<file path="src/rtl/piso_shift_ctrl.sv">
// Purpose: sequences load/shift enables of a WIDTH-stage PISO register and frames its serial stream.
// Latency: bit 0 is valid the cycle after the load edge; back-to-back words have no dead cycles.
// Backpressure: ser_ready=0 freezes bit_cnt and the PISO; par_ready is low until the word's last beat.
module piso_shift_ctrl #(
    parameter int WIDTH      = 4,
    parameter int GAP_CYCLES = 0,
    parameter int CNT_W      = 8
) (
    input  logic             clk,
    input  logic             rst,
    input  logic             par_valid,
    output logic             par_ready,
    output logic             piso_load,
    output logic             piso_shift,
    input  logic             ser_ready,
    output logic             ser_valid,
    output logic             ser_first,
    output logic             ser_last,
    output logic             busy,
    output logic [CNT_W-1:0] words_done
);

    localparam int BW = $clog2(WIDTH);
    localparam logic [BW-1:0] LAST_BIT = BW'(WIDTH - 1);
    localparam logic [3:0] GAP_INIT = 4'((GAP_CYCLES > 0) ? GAP_CYCLES - 1 : 0);

    typedef enum logic [1:0] {
        IDLE,
        SHIFT,
        GAP
    } state_t;

    state_t           state, state_nxt;
    logic [BW-1:0]    bit_cnt, bit_cnt_nxt;
    logic [3:0]       gap_cnt, gap_cnt_nxt;
    logic [CNT_W-1:0] words_nxt;
    logic             beat;

    always_ff @(posedge clk) begin
        if (rst) begin
            state      <= IDLE;
            bit_cnt    <= '0;
            gap_cnt    <= '0;
            words_done <= '0;
        end else begin
            state      <= state_nxt;
            bit_cnt    <= bit_cnt_nxt;
            gap_cnt    <= gap_cnt_nxt;
            words_done <= words_nxt;
        end
    end

    always_comb begin
        state_nxt   = state;
        bit_cnt_nxt = bit_cnt;
        gap_cnt_nxt = gap_cnt;
        words_nxt   = words_done;
        par_ready   = 1'b0;
        piso_load   = 1'b0;
        piso_shift  = 1'b0;
        ser_valid   = 1'b0;
        ser_first   = 1'b0;
        ser_last    = 1'b0;
        beat        = 1'b0;

        case (state)
            IDLE: begin
                par_ready = 1'b1;
                piso_load = par_valid;
                if (par_valid) begin
                    state_nxt   = SHIFT;
                    bit_cnt_nxt = '0;
                end
            end
            SHIFT: begin
                ser_valid  = 1'b1;
                ser_first  = (bit_cnt == '0);
                ser_last   = (bit_cnt == LAST_BIT);
                beat       = ser_ready;
                piso_shift = beat;
                if (beat && !ser_last) begin
                    bit_cnt_nxt = bit_cnt + BW'(1);
                end else if (beat) begin
                    words_nxt   = words_done + CNT_W'(1);
                    bit_cnt_nxt = '0;
                    if (GAP_CYCLES == 0) begin
                        // Reload on the final beat; the datapath gives load priority over shift.
                        par_ready = 1'b1;
                        piso_load = par_valid;
                        state_nxt = par_valid ? SHIFT : IDLE;
                    end else begin
                        state_nxt   = GAP;
                        gap_cnt_nxt = GAP_INIT;
                    end
                end
            end
            GAP: begin
                if (gap_cnt == '0) begin
                    state_nxt = IDLE;
                end else begin
                    gap_cnt_nxt = gap_cnt - 4'd1;
                end
            end
            default: state_nxt = IDLE;
        endcase

        if (rst) begin
            par_ready  = 1'b0;
            piso_load  = 1'b0;
            piso_shift = 1'b0;
            ser_valid  = 1'b0;
            ser_first  = 1'b0;
            ser_last   = 1'b0;
        end
    end

    assign busy = (state != IDLE);

endmodule
</file>
<file path="config.mk">
export PLATFORM = sky130hd
export DESIGN_NAME = piso_shift_ctrl
export DESIGN_NICKNAME = d
export VERILOG_FILES = /design/src/rtl/piso_shift_ctrl.sv
export SDC_FILE = /design/constraint.sdc
export NUM_CORES = 1
export LEC_CHECK = 0
export ABC_AREA = 1
export BUFFER_PORTS_ARGS = -buffer_cell sky130_fd_sc_hd__buf_2
export CAP_MARGIN = 20
export CORE_MARGIN = 3
export CORE_UTILIZATION = 45
export DETAILED_ROUTE_END_ITERATION = 12
export HOLD_SLACK_MARGIN = 0.1
export PLACE_DENSITY = 0.77
export SLEW_MARGIN = 5
export SYNTH_ARGS = -nofsm -noshare
export SYNTH_HDL_FRONTEND = slang
export SYNTH_SLANG_ARGS = --single-unit
</file>
<file path="constraint.sdc">
create_clock -name clk -period 1.25 [get_ports clk]
set_input_delay 0.25 -clock clk [delete_from_list [all_inputs] [get_ports clk]]
set_output_delay 0.25 -clock clk [all_outputs]
set_load 0.05 [all_outputs]
</file>
[Word level (Yosys, flattened, before mapping)]
Cells that the tools add are included.
Widths: inputs -> output; s select.
Operators by class
  add/subtract/negate cells: 3
  multiplexer cells: 26
  reductions and logical operators: 11
  bitwise operators: 2
  eq/ne operators: 8
Operator list (count)
  $mux 1: 15
  $mux 2: 7
  $add 8x1->8 const B: 1
  $ne 2x2->1 const B: 4
  $pmux 2 s3: 1
  $reduce_and 3->1: 2
  $eq 2x2->1 const B: 2
  $logic_not 2->1: 2
  $logic_not 4->1: 1
  $pmux 1 s2: 2
  $pmux 2 s2: 1
  $reduce_and 4->1: 1
  $reduce_bool 2->1: 2
  $sub 4x1->4 const B: 1
  $ne 3x3->1 const B: 1
  $add 2x1->2 const B: 1
  $eq 2x1->1 const B: 1
  $not 1->1: 2
  $reduce_and 2->1: 1
  $logic_and 1x1->1: 1
  $logic_not 1->1: 1
Storage, ports and cells
  register bits after elaboration: 16
  output and inout bits: 15

[Depth between registers and ports, before layout]
Gate-level depths: netlist (run 1).
  word-level depth: 6
  gate-level depth with buffers: 6
  depth with buffers taken out: 6

[Worst setup path after synthesis (run 1)]
OpenSTA, ideal clock, no wires.
  kind: register -> output
  start point: register state[0]
  end point: output ser_last
  data required time: 1.000 ns
  path slack: -0.959 ns
  data arrival time: 1.959 ns
  cell stages (with the launch flop): 3
  cells stage by stage: dfxtp_1 inv_1 nor3_1
On the way
  longest elaborated chain between the ends: 3
Ends and longest elaborated chain
  start: declaration: RTL line 33  | state_t state, state_nxt;
  start signal: assignment: RTL line 46  | state <= state_nxt;
  $eq 2x1->1: RTL line 66  | case (state)
  $mux 1: RTL line 66
  $mux 1: RTL line 107  | if (rst) begin
  end: declaration: RTL line 18  | output logic ser_last,
Every way passes these cells.

[Final worst setup path (run 1)]
  start point: register bit_cnt[1]
  end point: output piso_load
On the way
  longest elaborated chain between the ends: 6
Ends and longest elaborated chain
  start: declaration: RTL line 34  | logic [BW-1:0] bit_cnt, bit_cnt_nxt;
  start signal: assignment: RTL line 47  | bit_cnt <= bit_cnt_nxt;
  $eq 2x2->1: RTL line 78  | ser_last = (bit_cnt == LAST_BIT);
  $logic_not 1->1: RTL line 81  | if (beat && !ser_last) begin
  $logic_and 1x1->1: RTL line 81
  $mux 1: RTL line 81
  $pmux 1 s2: RTL line 66
  $mux 1: RTL line 107
  end: declaration: RTL line 13  | output logic piso_load,
Every way passes these cells.

==> results.rst, run 1 <==
.. list-table::
   :header-rows: 1

   * - Metric
     - Value
   * - GP Congestion
     - about 0.8
   * - Master of the slowest instance on the critical path
     - sky130_fd_sc_hd__dfxtp_2
   * - Antenna violations before repair
     - 0
   * - Arrival time reported for the critical path endpoint
     - 1.26 ns
   * - Die boundary width
     - approximately 42 um
   * - Met3 Track Usage GR
     - 8.584%
   * - # DRC
     - 0
   * - Core area
     - 1156 um^2
   * - Count of hold buffers inserted by post-cts repair
     - 0
   * - Port Buffer Count
     - 18
   * - Clock buffers created by TritonCTS
     - 3
   * - Most common cell type on the critical path
     - sky130_fd_sc_hd__nand2_4
   * - Effective utilization at floorplan
     - 50.54%
   * - Violations in the final reports
     - setup timing
   * - Total gr overflow
     - 0
   * - Number of top-level design ports
     - 19
   * - Kind of capture point of the worst setup path
     - output pin
   * - Final max-slew violation count
     - 0
   * - Result of the run
     - finished, violations left
   * - Die Footprint
     - 1767 um^2
   * - Worst Path Max Fanout
     - 3
   * - Number of setup violations in the final report
     - 5
   * - RSZ-0062 raised after global routing
     - true
   * - Commonest cells after routing, fill and taps aside
     - 12 x sky130_fd_sc_hd__nand2_1, 12 x sky130_fd_sc_hd__buf_4, 10 x sky130_fd_sc_hd__buf_2, 9 x sky130_fd_sc_hd__nor2_1, 7 x sky130_fd_sc_hd__a21oi_1
   * - Areal power density over the cells
     - 771.1 nW/um^2
   * - Clock slew seen by the registers of the worst setup and hold paths
     - around 0.070 ns
   * - Delay contributed by the slowest stage of the critical path
     - 0.36 ns
   * - Wire length of the first global-routing pass
     - ~2800 um
   * - Met2 global-route usage
     - approximately 37%
   * - Placed wire-length estimate
     - 1088 um
   * - Area grow syn2layout
     - 75.80%
   * - Final standard cell count with taps included and fillers excluded
     - 130
   * - DRT Pass-1 Iters
     - 4
   * - Hold WC Path Type
     - primary input to register
   * - Final period util
     - 121.1%
   * - Launching element type of the critical path
     - register
   * - Synthesized net count
     - 89
   * - Detailed-route via count
     - 682
   * - Buffers from clock root to sink, at most
     - 2
   * - Worst supply voltage drop on vdd
     - 0.0007836 V
   * - Relative slew slack
     - 75.03%
   * - Placed cell count
     - 119
   * - Unique masters post-synth
     - 15
   * - Die Y
     - 42.04 um
   * - Mean number of vias per cell
     - 5.246
   * - Worst r2r path cells
     - 7
   * - Number of inserted filler cells in the final layout
     - 53
   * - Met1 Usage GRT
     - 23.94%
   * - Final hold violation count
     - 0
   * - Mapped cell area
     - 584.3 um^2
   * - Slew @ Worst Pin
     - ~0.37 ns
   * - Clock sink count
     - 11
   * - TritonCTS clock tree
     - done
   * - Area taken by flip-flops and latches
     - roughly 240 um^2
   * - Mean post-synth cell area
     - between 7 and 8 um^2
   * - Startpoint of the tightest hold check path
     - par_valid
   * - NumNets Final
     - 124
   * - Clock insertion delay at the later pin of the skew report
     - roughly 0.27 ns
   * - Pleak
     - 0.4766 nW
   * - Overall routed net length
     - 1823 um
   * - Routed length per instance
     - ~14 um
   * - Ratio of cells with drive above 1 in the final layout
     - about three fifths
   * - Worst hold slack across all endpoints
     - 0.3484 ns
   * - Antenna diodes
     - 0
   * - End of the worst hold path
     - state[0]$_SDFFE_PP0P_
   * - Yosys reg bits
     - 11
   * - Yosys synthesis warning count
     - 0
   * - Origin of the critical flop-to-flop path
     - bit_cnt[1]$_SDFFE_PP0P_
   * - Post-detailed-route count of antenna-violating nets
     - 0
   * - Maximum number of pins on one net before global-route repair
     - 10
   * - Depth of the CTS H-tree
     - 1
   * - Clock period minus worst slack
     - ~1.5 ns
   * - Fmax
     - 660.6 MHz
   * - All-Layer GR Usage
     - 21.26%
   * - Cell depth of the worst hold path
     - 3
   * - Root cell of the clock tree
     - sky130_fd_sc_hd__clkbuf_4
   * - Vias in the first global route
     - 613
   * - Crit path setup slack, layout
     - -0.2638 ns
   * - Share of the yosys chip area belonging to registers
     - 37.69%
   * - Multi-input gate area
     - 449.2 um^2
   * - R2r setup slk
     - 0.01 ns
   * - Floorplan row count
     - 12
   * - Critical Setup Path Class
     - register to output pin
   * - Worst R2R End
     - words_done[2]$_SDFFE_PP0P_
   * - Max-cap viol count
     - 0
   * - Most used routing layer in global routing
     - met2
   * - Final worst clock skew
     - 0.0009071 ns
   * - Cell count after synthesis
     - 82
   * - Req. time, crit path
     - 1.00 ns
   * - Initial detailed-routing violation count
     - 23
   * - CP cell instances
     - ha_4 -> nand2_4 -> nand2_4 -> inv_4 -> nor3_4 -> buf_6
==> state kept, by name (all words and copies together), names as in the netlist <==
register	flops
words_done	8
bit_cnt	2
state	1
==> critical path, delay by kind of cell, from the launching register on <==
kind / cells / cell delay, ns
buffers and inverters: 2 / 0.23
DFF: 1 / 0.36
and+or+nand+nor: 3 / 0.24
adders and majority gates: 1 / 0.16
==> what timing repair did <==
| action | CTS | global route |
|---|---|---|
| buffers inserted | 3 | 4 |
| pin swaps | 7 | 5 |
| gates cloned | 0 | 0 |
| endpoints found under the setup margin | 6 | 14 |
| resized for setup | 27 | 16 |
==> report_power, final <==
group	total (mW)	internal, mW	switching [mW]
registers	0.361	0.351	0.00917
clock network	0.250	0.124	0.126
logic	0.182	0.0718	0.110
total	0.792	0.547	0.245
==> area by class of cell <==
cell class / count / share of cell area [%]
clock buffer: 4 / 2.558
inverter: 11 / 4.750
multi-input combinational: 59 / 43.73
sequential: 11 / 23.02
tap: 14 / 1.705
timing repair buffer: 31 / 24.24
==> per-layer routing <==
layer,vias to the layer above,wire (um),part of all wire [%]
li1,330,-,-
met2,25,929,51
met5,-,0,0
met4,0,25,1.4
met1,323,764,42
met3,4,104,5.7
==> Yosys cell counts <==
cell type | count | area share (%)
sky130_fd_sc_hd__nor2_4 | 1 | 1.9
sky130_fd_sc_hd__inv_1 | 11 | 7.1
sky130_fd_sc_hd__o21ai_0 | 2 | 1.7
sky130_fd_sc_hd__nor2_8 | 1 | 3.4
sky130_fd_sc_hd__nor3_1 | 4 | 3.4
sky130_fd_sc_hd__nor2_2 | 1 | 1.1
sky130_fd_sc_hd__nand2_1 | 18 | 12
sky130_fd_sc_hd__nand3_1 | 6 | 5.1
sky130_fd_sc_hd__ha_1 | 3 | 6.4
sky130_fd_sc_hd__nand3_4 | 1 | 3.0
sky130_fd_sc_hd__nor2_1 | 13 | 8.4
sky130_fd_sc_hd__xor2_1 | 1 | 1.5
sky130_fd_sc_hd__dfxtp_1 | 11 | 38
sky130_fd_sc_hd__a21oi_1 | 8 | 6.9
sky130_fd_sc_hd__buf_2 | 1 | 0.86
==> metrics by stage <==
stage	util (%)	worst slack [ns]	power [mW]	area [um^2]	TNS, ns
3_5_place_dp	70.13	-0.1030	0.4936	810.8	-0.1813
4_1_cts	80.95	-0.2280	0.7702	935.9	-0.9299
2_1_floorplan	-	-0.1482	0.4585	663.1	-0.1861
6_report	88.85	-0.2638	0.7921	1027	-1.005
3_3_place_gp	70.13	-0.07486	0.4895	810.8	-0.1248
5_1_grt	88.85	-0.3283	0.8219	1027	-1.404
==> cell families after synthesis <==
logic type / synth area share (%)
adders and majority gates: 6.425
and+or+nand+nor: 37.90
DFF: 37.69
xor gates and xnor gates: 1.499
AOI/OAI and AO/OA: 8.566
buffers and inverters: 7.922
==> how the worst max path moves through the flow <==
| stage | startpoint | endpoint | slack (ns) | depth (start not counted) |
|---|---|---|---|---|
| finish | bit_cnt[1]$_SDFFE_PP0P_ | piso_load | -0.26 | 6 |
| global route | bit_cnt[1]$_SDFFE_PP0P_ | piso_load | -0.33 | 6 |
| CTS | bit_cnt[0]$_SDFFE_PP0P_ | ser_first | -0.23 | 6 |
| detailed placement | bit_cnt[1]$_SDFFE_PP0P_ | piso_load | -0.10 | 6 |
| global placement | bit_cnt[1]$_SDFFE_PP0P_ | piso_load | -0.07 | 6 |
| floorplan | bit_cnt[1]$_SDFFE_PP0P_ | piso_load | -0.15 | 5 |
Note: power is estimated with default switching activity, not from simulation.
==> run 2, diff against run 1 <==
Settings changed: MAX_ROUTING_LAYER from default to met4.
==> run 2 against run 1 <==
Net effect:
- the run still ends with setup timing left
- cell count unchanged
- first-iteration DRC count down 4.3%
- clock skew up 0.0022 ns
- sequential share of layout area down 0.084 points
- power up 0.59%
- flip-flop and latch count unchanged
- sequential power about the same
- highest routed layer unchanged
- routed wire length down 0.82%
- final area up 0.37%
- via count down 0.44%
- setup slack better by 0.0066 ns
- critical path depth unchanged
==> results.rst, run 2 (synthesis results as in run 1) <==
.. list-table::
   :header-rows: 1

   * - Metric
     - Value
   * - R2r setup slk
     - 0.02 ns (about the same)
   * - Switch Pwr
     - 0.2481 mW (+1.2%)
   * - Antenna diodes
     - 0 (unchanged)
   * - TritonCTS clock tree
     - done
   * - Area grow syn2layout
     - 76.45%
   * - Area taken by flip-flops and latches
     - 236.5 um^2 (unchanged)
   * - GP Congestion
     - 0.8041 (+1.4%)
   * - Req. time, crit path
     - 1.00 ns (about the same)
   * - Final period util
     - 120.6% (-0.53 points)
   * - Register bank with the most flops
     - words_done
   * - Final standard cell count with taps included and fillers excluded
     - 130 (unchanged)
   * - Antenna violations before repair
     - 0 (unchanged)
   * - Arrival time reported for the critical path endpoint
     - 1.26 ns (about the same)
   * - Ratio of cells with drive above 1 in the final layout
     - 58.62% (unchanged)
   * - Detailed-route via count
     - 679 (-0.44%)
   * - Placed inst area
     - 810.8 um^2 (unchanged)
   * - Clock period minus worst slack
     - 1.507 ns (-0.006592 ns)
   * - Regs by FF count
     - words_done (8), bit_cnt (2), state (1)
   * - Placed wire-length estimate
     - 1088 um (unchanged)
   * - Clock insertion delay at the later pin of the skew report
     - 0.27 ns (about the same)
   * - Worst Path Max Fanout
     - 3 (unchanged)
   * - Mean number of vias per cell
     - 5.223 (-0.44%)
   * - Launching element type of the critical path
     - register
   * - RSZ-0062 raised after global routing
     - true
   * - Clock slew seen by the registers of the worst setup and hold paths
     - 0.08 ns (about the same)
   * - Count of hold buffers inserted by post-cts repair
     - 0 (unchanged)
   * - # DRC
     - 0 (unchanged)
   * - Number of inserted filler cells in the final layout
     - 54 (+1.9%)
   * - Share of total power in sequential cells
     - 45.3% (-0.2 points)
   * - Wire length of the first global-routing pass
     - 2794 um (+0.50%)
   * - Hold WC Path Type
     - primary input to register
   * - Power share of the clock group
     - 31.7% (+0.2 points)
   * - Switching Fraction
     - 31.13% (+0.18 points)
   * - Worst r2r path cells
     - 7 (unchanged)
   * - Die boundary width
     - 42.04 um (unchanged)
   * - Cell depth of the worst hold path
     - 3 (unchanged)
   * - Number of top-level design ports
     - 19 (unchanged)
   * - Max-cap viol count
     - 0 (unchanged)
   * - Depth of the CTS H-tree
     - 1 (unchanged)
   * - Commonest cells after routing, fill and taps aside
     - 12 x sky130_fd_sc_hd__nand2_1, 12 x sky130_fd_sc_hd__buf_4, 10 x sky130_fd_sc_hd__buf_2, 9 x sky130_fd_sc_hd__nor2_1, 7 x sky130_fd_sc_hd__a21oi_1
   * - Origin of the critical flop-to-flop path
     - bit_cnt[1]$_SDFFE_PP0P_
   * - Multi-input gate area
     - 449.2 um^2 (unchanged)
   * - Pleak
     - 0.4779 nW (+0.26%)
   * - Vias in the first global route
     - 609 (-0.65%)
   * - Core area
     - 1156 um^2 (unchanged)
   * - Clock buffers created by TritonCTS
     - 3 (unchanged)
   * - Areal power density over the cells
     - 772.8 nW/um^2 (+0.22%)
   * - NumNets Final
     - 124 (unchanged)
   * - Worst supply voltage drop on vdd
     - 0.0007882 V (+0.59%)
   * - Kind of capture point of the worst setup path
     - output pin
   * - End of the worst hold path
     - state[0]$_SDFFE_PP0P_
   * - Overall routed net length
     - 1808 um (-0.82%)
   * - Final hold violation count
     - 0 (unchanged)
   * - Clock sink count
     - 11 (unchanged)
   * - Initial detailed-routing violation count
     - 22 (-4.3%)
   * - Port Buffer Count
     - 18 (unchanged)
   * - Worst R2R End
     - words_done[6]$_SDFFE_PP0P_
   * - Final worst clock skew
     - 0.003057 ns (+0.002150 ns)
   * - Die Y
     - 42.04 um (unchanged)
   * - Post-Layout Inst Area
     - 1031 um^2 (+0.37%)
   * - Startpoint of the tightest hold check path
     - par_valid
   * - DRT Pass-1 Iters
     - 4 (unchanged)
   * - Placed cell count
     - 119 (unchanged)
   * - Number of setup violations in the final report
     - 5 (unchanged)
   * - Combinational share of power
     - 23.1% (about the same)
   * - Die Footprint
     - 1767 um^2 (unchanged)
   * - Total gr overflow
     - 0 (unchanged)
   * - Fmax
     - 663.5 MHz (+0.44%)
   * - Routed length per instance
     - 13.91 um (-0.82%)
   * - Internal power component
     - 0.5487 mW (+0.32%)
   * - Relative slew slack
     - 75.23% (+0.20 points)
   * - Maximum number of pins on one net before global-route repair
     - 10 (unchanged)
   * - Root cell of the clock tree
     - sky130_fd_sc_hd__clkbuf_4
   * - All-Layer GR Usage
     - 21.94% (+0.67 points)
   * - Critical Setup Path Class
     - register to output pin
   * - Crit path setup slack, layout
     - -0.2572 ns (+0.006592 ns)
   * - Final max-slew violation count
     - 0 (unchanged)
   * - Buffers from clock root to sink, at most
     - 2 (unchanged)
   * - Result of the run
     - finished, violations left
   * - Floorplan row count
     - 12 (unchanged)
   * - Violations in the final reports
     - setup timing
   * - Post-detailed-route count of antenna-violating nets
     - 0 (unchanged)
   * - Slew @ Worst Pin
     - 0.3715 ns (-0.003060 ns)
   * - Effective utilization at floorplan
     - 50.54% (unchanged)
   * - Number of flip-flops under the largest register name
     - 8 (unchanged)
[run 2: layout make-up]
| class | count | area share, % |
|---|---|---|
| Sequential cell | 11 | 22.94 |
| Inverter | 11 | 4.733 |
| Tap cell | 14 | 1.699 |
| Clock buffer | 4 | 2.549 |
| Timing Repair Buffer | 31 | 24.51 |
| Multi-Input combinational cell | 59 | 43.57 |
[run 2: worst max path at each step]
stage                                 start         to  cells after the start
floorplan           bit_cnt[1]$_SDFFE_PP0P_  piso_load                      5
global placement    bit_cnt[1]$_SDFFE_PP0P_  piso_load                      6
detailed placement  bit_cnt[1]$_SDFFE_PP0P_  piso_load                      6
CTS                 bit_cnt[0]$_SDFFE_PP0P_  ser_first                      6
global route        bit_cnt[1]$_SDFFE_PP0P_  piso_load                      6
finish              bit_cnt[1]$_SDFFE_PP0P_  piso_load                      6
[run 2: critical path: stages, from the launching register on]
cell and delay, ns:
sky130_fd_sc_hd__dfxtp_2 0.36, sky130_fd_sc_hd__ha_4 0.16, sky130_fd_sc_hd__nand2_4 0.05, sky130_fd_sc_hd__nand2_4 0.06
sky130_fd_sc_hd__inv_4 0.04, sky130_fd_sc_hd__nor3_4 0.12, sky130_fd_sc_hd__buf_6 0.18
[run 2: power groups by stage]
| stage | clock network (mW) | registers [mW] | logic, mW |
|---|---|---|---|
| global route | 0.269 | 0.361 | 0.194 |
| floorplan | 0 | 0.375 | 0.0832 |
| detailed placement | 0 | 0.368 | 0.125 |
| finish | 0.252 | 0.361 | 0.184 |
| CTS | 0.249 | 0.360 | 0.161 |
| global placement | 0 | 0.368 | 0.122 |
[run 2: what timing repair did]
action | 4_1_cts | 5_1_grt
pin swaps | 7 | 5
resized for setup | 27 | 17
endpoints found under the setup margin | 6 | 14
setup buffers | 3 | 4
[run 2: routing by layer]
layer / part of all wire [%] / track usage, % / up-vias / wire, um
met4: 2.8 / 6.211 / 0 / 51
met5: 0 / - / - / 0
li1: - / - / 330 / -
met1: 42 / 24.47 / 322 / 761
met3: 5.6 / 8.155 / 6 / 102
met2: 49 / 36.73 / 21 / 892
[run 2: metrics by stage]
step / hold slack (ns) / total power, mW / util [%] / setup WS, ns / TNS (ns)
final: 0.3530 / 0.7967 / 89.18 / -0.2572 / -0.9882
after global routing: 0.3598 / 0.8239 / 89.18 / -0.3183 / -1.382
after CTS: 0.3335 / 0.7702 / 80.95 / -0.2280 / -0.9299
after detailed placement: 0.4940 / 0.4936 / 70.13 / -0.1030 / -0.1813
after global placement: 0.4829 / 0.4895 / 70.13 / -0.07486 / -0.1248
after floorplan: 0.4570 / 0.4585 / - / -0.1482 / -0.1861
